**src/rtl/j_busarb_pkg.sv**
```systemverilog
// Shared types for the main-bus arbiter: owner codes, FSM states
// and the requester-bit mapping used by the mask register.
package j_busarb_pkg;

   typedef enum logic [1:0] {
      OWN_CPU = 2'd0,
      OWN_JHI = 2'd1,
      OWN_GPU = 2'd2,
      OWN_JLO = 2'd3
   } owner_e;

   typedef enum logic [1:0] {
      IDLE  = 2'd0,
      DRAIN = 2'd1,
      TURN  = 2'd2,
      OWN   = 2'd3
   } state_e;

   localparam int NREQ = 3;

   // Request vector layout: bit0 Jerry-hi, bit1 GPU, bit2 Jerry-lo
   function automatic logic [NREQ-1:0] owner_bit(owner_e o);
      logic [NREQ-1:0] b;
      b = '0;
      unique case (o)
         OWN_JHI: b = 3'b001;
         OWN_GPU: b = 3'b010;
         OWN_JLO: b = 3'b100;
         default: b = 3'b000;
      endcase
      return b;
   endfunction

endpackage

```
**src/rtl/j_busarb_prio.sv**
```systemverilog
// Fixed-priority picker: Jerry-hi over GPU over Jerry-lo,
// ignoring any requester whose mask bit is set.
module j_busarb_prio
   import j_busarb_pkg::*;
(
   input  logic [2:0] req,
   input  logic [2:0] mask,
   output logic       valid,
   output logic [1:0] win
);

   logic [2:0] eff;

   assign eff = req & ~mask;

   always_comb begin
      valid = |eff;
      win   = OWN_CPU;
      if (eff[0])
         win = OWN_JHI;
      else if (eff[1])
         win = OWN_GPU;
      else if (eff[2])
         win = OWN_JLO;
   end

endmodule

```
**src/rtl/j_bus_arbiter.sv**
```systemverilog
// Main-bus arbiter: 68K default owner, Jerry/GPU alternates,
// idle-point handover with turnaround and a tenure watchdog.
module j_bus_arbiter
   import j_busarb_pkg::*;
#(
   parameter int TURN_CYC = 2,
   parameter int MAX_HOLD = 1024,
   parameter int HOLD_W   = $clog2(MAX_HOLD)
) (
   input  logic       sys_clk,
   input  logic       xresetil,
   input  logic       xdbrl_0,
   input  logic       xdbrl_1,
   input  logic       gpu_brl,
   input  logic       bus_idle,
   output logic       xdbgl,
   output logic       gpu_bgl,
   output logic       cpu_hold,
   output logic [1:0] owner,
   output logic       hold_err
);

   localparam int TW = (TURN_CYC < 2) ? 1 : $clog2(TURN_CYC + 1);
   localparam logic [TW-1:0]     TURN_LD   = TW'(TURN_CYC);
   localparam logic [TW-1:0]     TURN_ONE  = TW'(1);
   localparam logic [HOLD_W-1:0] HOLD_LAST = HOLD_W'(MAX_HOLD - 1);

   state_e            state_q;
   owner_e            own_q;
   logic [TW-1:0]     turn_q;
   logic [HOLD_W-1:0] ten_q;
   logic [2:0]        mask_q;
   logic              rel_q;

   logic [2:0] req;
   logic       win_v;
   logic [1:0] win_c;
   owner_e     win_o;
   logic       own_req;
   logic       go_eval;

   assign req     = ~{xdbrl_0, gpu_brl, xdbrl_1};
   assign win_o   = owner_e'(win_c);
   assign own_req = |(req & owner_bit(own_q));
   assign owner   = own_q;

   j_busarb_prio u_prio (
      .req   (req),
      .mask  (mask_q),
      .valid (win_v),
      .win   (win_c)
   );

   // Grant decision point: end of pre-grant turnaround, or straight
   // out of DRAIN when no turnaround is configured.
   always_comb begin
      go_eval = 1'b0;
      if (state_q == DRAIN && bus_idle && TURN_CYC == 0)
         go_eval = 1'b1;
      if (state_q == TURN && !rel_q && turn_q <= TURN_ONE)
         go_eval = 1'b1;
   end

   always_ff @(posedge sys_clk or negedge xresetil) begin
      if (!xresetil) begin
         state_q  <= IDLE;
         own_q    <= OWN_CPU;
         turn_q   <= '0;
         ten_q    <= '0;
         mask_q   <= '0;
         rel_q    <= 1'b0;
         xdbgl    <= 1'b1;
         gpu_bgl  <= 1'b1;
         cpu_hold <= 1'b0;
         hold_err <= 1'b0;
      end else begin
         hold_err <= 1'b0;
         mask_q   <= mask_q & req;
         if (go_eval) begin
            if (win_v) begin
               state_q <= OWN;
               own_q   <= win_o;
               ten_q   <= '0;
               xdbgl   <= !(win_o == OWN_JHI || win_o == OWN_JLO);
               gpu_bgl <= !(win_o == OWN_GPU);
            end else begin
               state_q  <= IDLE;
               cpu_hold <= 1'b0;
            end
         end else begin
            unique case (state_q)
               IDLE: begin
                  if (win_v) begin
                     state_q  <= DRAIN;
                     cpu_hold <= 1'b1;
                  end
               end
               DRAIN: begin
                  if (bus_idle) begin
                     state_q <= TURN;
                     turn_q  <= TURN_LD;
                     rel_q   <= 1'b0;
                  end
               end
               TURN: begin
                  if (turn_q <= TURN_ONE) begin
                     state_q  <= IDLE;
                     cpu_hold <= 1'b0;
                  end else begin
                     turn_q <= turn_q - TURN_ONE;
                  end
               end
               OWN: begin
                  if (!own_req || ten_q == HOLD_LAST) begin
                     xdbgl   <= 1'b1;
                     gpu_bgl <= 1'b1;
                     own_q   <= OWN_CPU;
                     // Watchdog: lock the hog out until it lets go
                     if (own_req) begin
                        hold_err <= 1'b1;
                        mask_q   <= (mask_q & req) | owner_bit(own_q);
                     end
                     if (TURN_CYC == 0) begin
                        state_q  <= IDLE;
                        cpu_hold <= 1'b0;
                     end else begin
                        state_q <= TURN;
                        turn_q  <= TURN_LD;
                        rel_q   <= 1'b1;
                     end
                  end else begin
                     ten_q <= ten_q + 1'b1;
                  end
               end
               default: state_q <= IDLE;
            endcase
         end
      end
   end

endmodule

```
**config.mk**
```make
export PLATFORM = sky130hd
export DESIGN_NAME = j_bus_arbiter
export DESIGN_NICKNAME = d
export VERILOG_FILES = /design/src/rtl/j_busarb_pkg.sv /design/src/rtl/j_busarb_prio.sv /design/src/rtl/j_bus_arbiter.sv
export SDC_FILE = /design/constraint.sdc
export NUM_CORES = 1
export LEC_CHECK = 0
export CAP_MARGIN = 20
export CORE_ASPECT_RATIO = 2
export CORE_MARGIN = 2
export CORE_UTILIZATION = 50
export CTS_CLUSTER_DIAMETER = 100
export DETAILED_ROUTE_END_ITERATION = 16
export GPL_TIMING_DRIVEN = 1
export PLACE_DENSITY = 0.67
export SETUP_SLACK_MARGIN = 0.15
export SYNTH_ARGS = -nofsm -noshare
export SYNTH_HDL_FRONTEND = slang
export SYNTH_SLANG_ARGS = --single-unit
```
**constraint.sdc**
```tcl
create_clock -name sys_clk -period 2.6 [get_ports sys_clk]
set_clock_uncertainty 0.1 [all_clocks]
set_input_delay 0.26 -clock sys_clk [delete_from_list [all_inputs] [get_ports sys_clk]]
set_output_delay 0.26 -clock sys_clk [all_outputs]
set_load 0.02 [all_outputs]
```
==> results.md, run 1 <==
- Die footprint: between 3000 and 4000 µm²
- Max-slew headroom: about 50%
- Post-synth EDFFs: 0
- Tightest Pin Transition: about 0.76 ns
- RSZ-0062 raised after global routing: false
- Port-buffer cells: 11
- Placeable Area: approximately 2500 µm²
- Status: finished, final reports clean
- Distinct cell type count after synthesis: 43
- First-pass GRT wire length: roughly 4700 µm
- Min Tclk post-route: about 2.1 ns
- Num rows: 26
- Critical Path RT: between 2 and 3 ns
- Hold WC Path Type: input pin to asynchronous set/reset pin
- Pleak: between 0.6 and 0.7 nW
- Async SR Flop Fraction: between 90% and 100%
- Vias: approximately 1,100
- Io pins: 12
- H-Tree Depth: 1
- Root buffer cell: clkbuf_8
- Vias/cell: slightly above 6
- CTS tree: yes
- Die width: about 40 µm
- Number of remaining DRC errors: 0
- CTS sink cnt: 24
- Post_cts resized: 0
- Most frequent cells in the layout: 22 x dfrtp_1, 15 x nor2_1, 11 x clkdlybuf4s50_1
- CTS clk-pin slew, worst paths: ~0.080 ns
- Largest fanout on the critical path: 9
- Post-Syn Area: 1310 µm²
- Total Power: about 0.0015 W
- Critical Path End Type: flop
- Layout cells sized above 1: between 10% and 20%
- Maximum vdd ir drop: just over 600 µV
- Pwr dens: ~1000 nW/µm²
- Detail Route Antenna Nets: 0
- Crit path arrival time: 2.18 ns
- Inserted Diodes: 0
- Startpoint Class: flop
- Routed WL: roughly 2900 µm
- Syn_nets: between 100 and 150
- Final hold vios: 0
- Mean area per synthesized cell: 9.74 µm²
- Area grow syn2layout: 15.7%
- Crit Path Class: flop to flop
- Seq/Total Area, Yosys: a little under half
- Synth Register Bits: 24
- Die height: around 76 µm
- Post-CTS Repair Setup Buffers: 0
- Final nets: around 160
- Max Cap Violations: 0
- Routability Congestion: 0.871
- Top_reg_cell synth: dfrtp_1
- CTS hold repair buffers: 0
- Wire per inst: around 16 µm
- CTS max path bufs: 2
- Worst R2R Path Depth: 7
- Max frequency: between 400 and 500 MHz
- # setup viols final: 0
- Cell count after synthesis: 134
- Max-slew violations: 0
- Final period util: approximately four fifths
- Initial antenna violation count: 0
- Most common cell after layout, fill and taps aside: dfrtp_1
- Number of synthesis warnings: 0
- Grt ovf: 0
- Total CTS buffers: 3
- Clock latency on the worst-skew pair: 0.27 ns
- Tot GR Track Use: between 20 and 25%
- Fillers: 231
- DRT Pass-1 Iters: 4
- Post-DP HPWL: around 2200 µm
- Post-route setup TNS: 0 ns
- Initial DRC Count: 20
- Initial Utilization: ~52%
- Vias in the first global route: just over 1,000
- Largest net degree at the start of global routing: 17
[worst paths after layout]
kind	startpoint	to	slack, ns
worst min-delay path	xresetil	mask_q[0]	0.34
max in group asynchronous	xresetil	rel_q	1.44
worst max-delay path	turn_q[1]	ten_q[9]	0.47
worst max register to register	turn_q[1]	ten_q[9]	0.47
worst min register to register	mask_q[0]	mask_q[0]	0.40
min in group sys_clk	mask_q[0]	mask_q[0]	0.40
[layout make-up]
| class | instances | area, µm² | share of cell area, % |
|---|---|---|---|
| clock buffers | 3 | 41.3 | 2.73 |
| clock inverters | 1 | 30.0 | 1.99 |
| inverters | 9 | 33.8 | 2.24 |
| multi-input cells | 98 | 642 | 42.5 |
| flip-flops and latches | 24 | 603 | 39.9 |
| well taps | 28 | 35.0 | 2.32 |
| repair buffers | 13 | 125 | 8.28 |
[routing by layer]
layer,vias up,global-route usage (%),share of wire [%]
met5,-,0,0
met1,532,24.9,40
met4,0,7.24,1.5
met2,9,38.5,57
met3,4,1.75,1.4
li1,521,-,-
[worst max-delay path, stage by stage, from the launching register on]
cell and delay (ns):
dfrtp_1 0.41, inv_1 0.08, ha_1 0.18, nor2b_1 0.08
or4_4 0.51, nor2_8 0.20, nor2_2 0.08, a221o_1 0.36
[through the flow]
step           setup WS [ns]  hold slack [ns]  std cells  utilization, %  instance area, µm²
6_report               0.473            0.338        176            60.3                1510
2_1_floorplan          0.622           -0.136        134               -                1310
3_3_place_gp           0.350            0.377        172            57.4                1440
5_1_grt                0.364            0.384        176            60.3                1510
3_5_place_dp           0.311            0.383        172            57.4                1440
4_1_cts                0.463            0.340        176            60.3                1510
[report_power, final]
part	switching (W)	internal, W
registers	0.000121	0.000473
logic	0.000315	0.000279
clock network	0.000119	0.000206
total	0.000555	0.000958
[cell families (layout without fill, tap and decap cells)]
family	count (synthesis)	count (layout)	share of synthesized area, %
mux	5	5	4.41
compound gates	33	33	17.3
fa+ha+maj	2	2	1.92
simple gates	55	55	23.6
xor+xnor	3	3	2.01
flops	24	24	46.2
buf+inv	12	26	4.60
[registers in the layout, indices dropped and copies added, names as in the netlist]
register and flops:
mask_q 3, hold_err 1, ten_q 10, owner 2, xdbgl 1, turn_q 2, state_q 2, gpu_bgl 1
cpu_hold 1, rel_q 1
[cell usage after synthesis, drive strengths merged (3+ instances only)]
cell type	n	area (µm²)
o22ai	4	25.0
nor2	17	82.6
mux2	3	37.5
inv	9	33.8
a22oi	3	22.5
nand3	5	25.0
o21ai	7	35.0
a21oi	6	30.0
dfrtp	22	551
nand2	10	37.5
nor3	6	41.3
and3	4	25.0
xnor2	3	26.3
nand4	3	18.8
Power figures use the tool's default switching activity.
==> run 2, diff against run 1 <==
==> constraint.sdc (replaced) <==
create_clock -name sys_clk -period 2.17 [get_ports sys_clk]
set_clock_uncertainty 0.1 [all_clocks]
set_input_delay 0.217 -clock sys_clk [delete_from_list [all_inputs] [get_ports sys_clk]]
set_output_delay 0.217 -clock sys_clk [all_outputs]
set_load 0.02 [all_outputs]
==> run 2 against run 1 <==
  * Core utilization rose by 5.4 points
  * Worst hold slack got worse by 0.13 ns
  * Highest routed layer unchanged
  * Sequential share of layout area fell by 3.3 points
==> results.md, run 2 (synthesis gave the netlist of run 1 again) <==
- Final period util: 89.4% (+7.6 points)
- Final hold vios: 0 (unchanged)
- Clock latency on the worst-skew pair: 0.26 ns (about the same)
- CTS max path bufs: 2 (unchanged)
- Initial antenna violation count: 0 (unchanged)
- Routability Congestion: 0.776 (-11%)
- CTS sink cnt: 24 (unchanged)
- Die height: 76.3 µm (unchanged)
- Crit path arrival time: 1.99 ns (-0.19 ns)
- Top Metal Used: met4
- First-pass GRT wire length: 5080 µm (+8.1%)
- Largest fanout on the critical path: 3 (-6)
- Pwr dens: 1180 nW/µm² (+18%)
- Largest registers: ten_q (10), mask_q (3)
- Number of remaining DRC errors: 0 (unchanged)
- Largest Register: ten_q
- Worst path bufs/invs: 2 (+1)
- DRT Pass-1 Iters: 4 (unchanged)
- Min Tclk post-route: 1.94 ns (-0.187 ns)
- H-Tree Depth: 1 (unchanged)
- Max Cap Violations: 0 (unchanged)
- Crit-path cells: inv_2, ha_4, nor2b_4, or4_4, nor2_8, buf_6, nor2_2, a221o_1
- Die width: 40.1 µm (unchanged)
- Most common cell after layout, fill and taps aside: dfrtp_1
- RSZ-0062 raised after global routing: false
- Post-DP HPWL: 2200 µm (about the same)
- Io pins: 12 (unchanged)
- Max-slew headroom: 62.8% (+14 points)
- Reg2reg start: turn_q[1]
- CTS clk-pin slew, worst paths: 0.09 ns (about the same)
- Area grow syn2layout: 26.1%
- WL met2: 1730 µm (+5.0%)
- Num rows: 26 (unchanged)
- Largest register FFs: 10 (unchanged)
- Slowest stage cell, crit path: or4_4
- Startpoint Class: flop
- Post-route insts no fill: 191 (+8.5%)
- Vias: 1,132 (+6.2%)
- Initial Utilization: 52.1% (unchanged)
- Critical Path RT: 2.22 ns (-0.43 ns)
- Post-route setup TNS: 0 ns (unchanged)
- Max frequency: 515 MHz (+9.6%)
- Hold WC Path Type: input pin to asynchronous set/reset pin
- Final Core Density: 65.7% (+5.4 points)
- Routed WL: 2990 µm (+3.9%)
- Met3 routed WL: 43 µm (+10%)
- Fillers: 211 (-8.7%)
- Final nets: 172 (+9.6%)
- # setup viols final: 0 (unchanged)
- Die footprint: 3060 µm² (unchanged)
- Tot GR Track Use: 23.3% (+1.6 points)
- Vias/cell: 5.93 (-2.1%)
- Critical path origin: turn_q[1]
- Most frequent cells in the layout: 22 x dfrtp_1, 14 x nor2_1, 14 x buf_4
- Vias in the first global route: 1,165 (+12%)
- Detail Route Antenna Nets: 0 (unchanged)
- Port-buffer cells: 11 (unchanged)
- Inserted Diodes: 0 (unchanged)
- Total Power: 0.00194 W (+28%)
- Grt ovf: 0 (unchanged)
- Placeable Area: 2500 µm² (unchanged)
- Crit Path Class: flop to flop
- Post-Place Cells: 180 (+4.7%)
- Layout cells sized above 1: 22.1% (+11 points)
- Status: finished, final reports clean
- M1 WL: 1170 µm (+1.7%)
- Critical Path End Type: flop
- Initial DRC Count: 22 (+10%)
- Max-slew violations: 0 (unchanged)
- Crit-path max cell delay: 0.47 ns (-0.04 ns)
- Wire per inst: 15.7 µm (-4.3%)
- Tightest Pin Transition: 0.558 ns (-0.205 ns)
- Root buffer cell: clkbuf_8
- Total CTS buffers: 3 (unchanged)
- Largest net degree at the start of global routing: 25 (+8)
- Maximum vdd ir drop: 804 µV (+30%)
- CTS tree: yes
- Pleak: 0.742 nW (+12%)
- Cell family contributing the most delay on the critical path: simple AND/OR/NAND/NOR gates
-- run 2: cell count changes in the layout (fill, tap and decap cells not counted), sizes merged --
cell    before  now
buf          2   17
bufinv       1    0
clkbuf       3    4
-- run 2: final cells by class --
class	instances	area, µm²	area share, %
Timing Repair Buffer	28	249	15.1
Sequential cell	24	603	36.7
Tap cell	28	35.0	2.13
Inverter	9	33.8	2.05
Multi-Input combinational cell	98	669	40.7
Clock buffer	4	55.1	3.35
-- run 2: worst reg2reg max path: stages (launching register included) --
cell and delay [ns]:
dfrtp_1 0.41, inv_2 0.09, ha_4 0.15, nor2b_4 0.04, or4_4 0.47, nor2_8 0.12
buf_6 0.10, nor2_2 0.03, a221o_1 0.32
-- run 2: final timing paths --
kind,slack [ns],endpoint,depth (start not counted)
min in group sys_clk,0.41,gpu_bgl,1
max in group asynchronous,1.48,xdbgl,2
max reg2reg,0.23,ten_q[9],8
min reg2reg,0.41,gpu_bgl,1
min,0.20,ten_q[9],2
max,0.23,ten_q[9],8
-- run 2: report_power, final --
group | total [W] | internal [W] | leakage, nW | switching (W)
Combinational | 0.000967 | 0.000487 | 0.399 | 0.000480
Clock | 0.000303 | 0.000162 | 0.0288 | 0.000141
Sequential | 0.000669 | 0.000567 | 0.314 | 0.000102
-- run 2: layer usage --
metal	GRT usage, %	up-vias
met5	0	-
met2	41.6	9
li1	-	553
met1	26.5	566
met4	6.55	0
met3	2.62	4
-- run 2: stage by stage --
step / setup slack, ns / hold slack (ns) / cell area (µm²)
after floorplan: 0.192 / -0.179 / 1310
after global placement: 0.0302 / 0.388 / 1500
after detailed placement: -0.0120 / 0.394 / 1500
after CTS: 0.143 / 0.225 / 1640
after global routing: 0.154 / 0.243 / 1650
final: 0.230 / 0.203 / 1650
-- run 2: timing repair --
action	4_1_cts	5_1_grt
pin swaps	4	1
setup endpoints to repair	2	12
hold buffers	0	0
buffers inserted	7	0
resized for setup	8	3
==> run 3, diff against run 2 <==
--- a/config.mk
+++ b/config.mk
@@ -8,11 +8,11 @@
 export CAP_MARGIN = 20
 export CORE_ASPECT_RATIO = 2
 export CORE_MARGIN = 2
-export CORE_UTILIZATION = 50
+export CORE_UTILIZATION = 40
 export CTS_CLUSTER_DIAMETER = 100
 export DETAILED_ROUTE_END_ITERATION = 16
 export GPL_TIMING_DRIVEN = 1
-export PLACE_DENSITY = 0.67
+export PLACE_DENSITY = 0.55
 export SETUP_SLACK_MARGIN = 0.15
 export SYNTH_ARGS = -nofsm -noshare
 export SYNTH_HDL_FRONTEND = slang
==> run 3 against run 2 <==
  * Register-to-register slack worse by 0.03 ns
  * Non-clock buffer count grew 5
  * Via count about the same
  * Maximum frequency is 1.6% lower
  * Design area rose by 2.4%
  * Setup slack got worse by 0.031 ns
  * Critical path depth stayed put
  * Total power is 0.97% higher
  * Flip-flop and latch count did not move
  * Sequential power rose by 1%
==> results.md, run 3 (synthesis gave the netlist of run 1 again) <==
- Status: finished, final reports clean
- Die width: 44.4 µm (+11%)
- Pwr dens: 1160 nW/µm² (-1.4%)
- Maximum vdd ir drop: 693 µV (-14%)
- Sw Ratio: 38.0% (+0.73 points)
- Layout cells sized above 1: 25.0% (+2.9 points)
- Largest Register: ten_q
- Net Sw Power: 0.000744 W (+2.9%)
- Tot GR Track Use: 19.0% (-4.4 points)
- Finished Cell Area: 1690 µm² (+2.4%)
- # setup viols final: 0 (unchanged)
- Total CTS buffers: 3 (unchanged)
- Clock network power share: 13.9% (-1.7 points)
- Largest fanout on the critical path: 4 (+1)
- Root buffer cell: clkbuf_8
- Worst path bufs/invs: 2 (unchanged)
- Most Crowded Layer GR: met2
- Crit-path max cell delay: 0.46 ns (about the same)
- Grt met3 use: 2.15% (-0.47 points)
- Final Core Density: 53.4% (-12 points)
- Vias in the first global route: 1,160 (-0.43%)
- Final nets: 177 (+2.9%)
- Clock latency on the worst-skew pair: 0.26 ns (about the same)
- Hold WC Path Type: input pin to asynchronous set/reset pin
- GR Util met2: 34.2% (-7.4 points)
- Final period util: 90.9% (+1.4 points)
- Grt ovf: 0 (unchanged)
- Max frequency: 507 MHz (-1.6%)
- DRT Pass-1 Iters: 4 (unchanged)
- Post-DP HPWL: 2320 µm (+5.4%)
- Detail Route Antenna Nets: 0 (unchanged)
- Number of remaining DRC errors: 0 (unchanged)
- Post-DP Area: 1520 µm² (+1.3%)
- Most common cell after layout, fill and taps aside: dfrtp_1
- Placeable Area: 3160 µm² (+26%)
- Worst R2R Path Depth: 8 (unchanged)
- Largest net degree at the start of global routing: 25 (unchanged)
- CTS max path bufs: 2 (unchanged)
- Initial DRC Count: 18 (-18%)
- Hold slack: 0.202 ns (-0.000586 ns)
- H-Tree Depth: 1 (unchanged)
- Initial Utilization: 41.3% (-11 points)
- Io pins: 12 (unchanged)
- CTS sink cnt: 24 (unchanged)
- Fillers: 306 (+45%)
- Die footprint: 3760 µm² (+23%)
- Critical Path End Type: flop
- Pleak: 0.760 nW (+2.5%)
- Num rows: 29 (+12%)
- Min Tclk post-route: 1.97 ns (+0.0312 ns)
- Post-route setup TNS: 0 ns (unchanged)
- CTS clk-pin slew, worst paths: 0.08 ns (about the same)
- Inserted Diodes: 0 (unchanged)
- RSZ-0062 raised after global routing: true
- Final hold vios: 0 (unchanged)
- Routability Congestion: 0.805 (+3.8%)
- Gate power share: 51.5% (+1.6 points)
- P_int: 0.00121 W (-0.20%)
- Vias: 1,133 (+0.088%)
- First-pass GRT wire length: 5390 µm (+6.1%)
- Global routing usage on met1: 21.8% (-4.7 points)
- Reg power frac: 34.6% (about the same)
- Max Cap Violations: 0 (unchanged)
- Max-slew headroom: 68.8% (+6.0 points)
- Area grow syn2layout: 29.1%
- Die height: 84.8 µm (+11%)
- Initial antenna violation count: 0 (unchanged)
- CTS hold repair buffers: 0 (unchanged)
- Critical Path RT: 2.22 ns (about the same)
- Max-slew violations: 0 (unchanged)
- Slowest stage cell, crit path: or4_4
- Startpoint Class: flop
- WP depth: 8 (unchanged)
- Vias/cell: 5.69 (-3.9%)
- Tightest Pin Transition: 0.464 ns (-0.0944 ns)
- CTS tree: yes
- Crit Path Class: flop to flop
- Cell family contributing the most delay on the critical path: simple AND/OR/NAND/NOR gates
- Port-buffer cells: 11 (unchanged)
- Wire per inst: 15.9 µm (+1.4%)
- Routed WL: 3160 µm (+5.6%)
- Most frequent cells in the layout: 21 x dfrtp_1, 19 x buf_4, 15 x nor2_1
- Largest registers: ten_q (10), mask_q (3)
- Crit path arrival time: 2.02 ns (+0.03 ns)
- Largest register FFs: 10 (unchanged)
- Crit-path cells: inv_2, ha_4, nor2b_4, or4_4, nor2_8, buf_6, nor2_2, a221o_1
-- run 3: per-stage QoR --
step	worst slack (ns)	power [W]	cells
finish	0.198	0.00196	199
global route	0.120	0.00210	199
floorplan	0.192	0.00123	134
CTS	0.121	0.00192	196
global placement	0.0437	0.00150	185
detailed placement	-0.00366	0.00152	185
-- run 3: path summary, 6_finish.rpt --
path,slack [ns],startpoint,endpoint
setup / recovery,0.20,turn_q[1],ten_q[9]
hold / removal,0.20,xresetil,ten_q[0]
setup reg to reg,0.20,turn_q[1],ten_q[9]
hold reg to reg,0.41,gpu_bgl,gpu_bgl
max in group asynchronous,1.48,xresetil,gpu_bgl
min in group sys_clk,0.41,gpu_bgl,gpu_bgl
-- run 3: cell type report --
class	instances	area, µm²	area share (%)
Inverter	9	33.8	2.00
Tap cell	31	38.8	2.30
Multi-Input combinational cell	98	677	40.2
Sequential cell	24	604	35.9
Timing Repair Buffer	33	287	17.0
Clock buffer	4	45.0	2.67
-- run 3: repair_timing --
| action | in CTS | in global routing |
|---|---|---|
| pin swaps | 4 | 2 |
| resized for setup | 8 | 4 |
| buffers inserted | 7 | 3 |
| setup endpoints to repair | 3 | 12 |
| gates cloned | 0 | 0 |
-- run 3: power groups by stage --
stage | sequential [W] | clock [W] | combinational, W
after floorplan | 0.000702 | 0 | 0.000533
after global placement | 0.000670 | 0 | 0.000835
after detailed placement | 0.000676 | 0 | 0.000846
after CTS | 0.000675 | 0.000285 | 0.000962
after global routing | 0.000694 | 0.000297 | 0.00111
final | 0.000677 | 0.000272 | 0.00101
-- run 3: routing by layer --
metal  wire length [µm]  part of all wire, %  up-vias
met2               1890                   60        7
met5                  0                    0        -
li1                   -                    -      561
met3                 43                  1.4        2
met4                 25                 0.79        0
met1               1200                   38      563
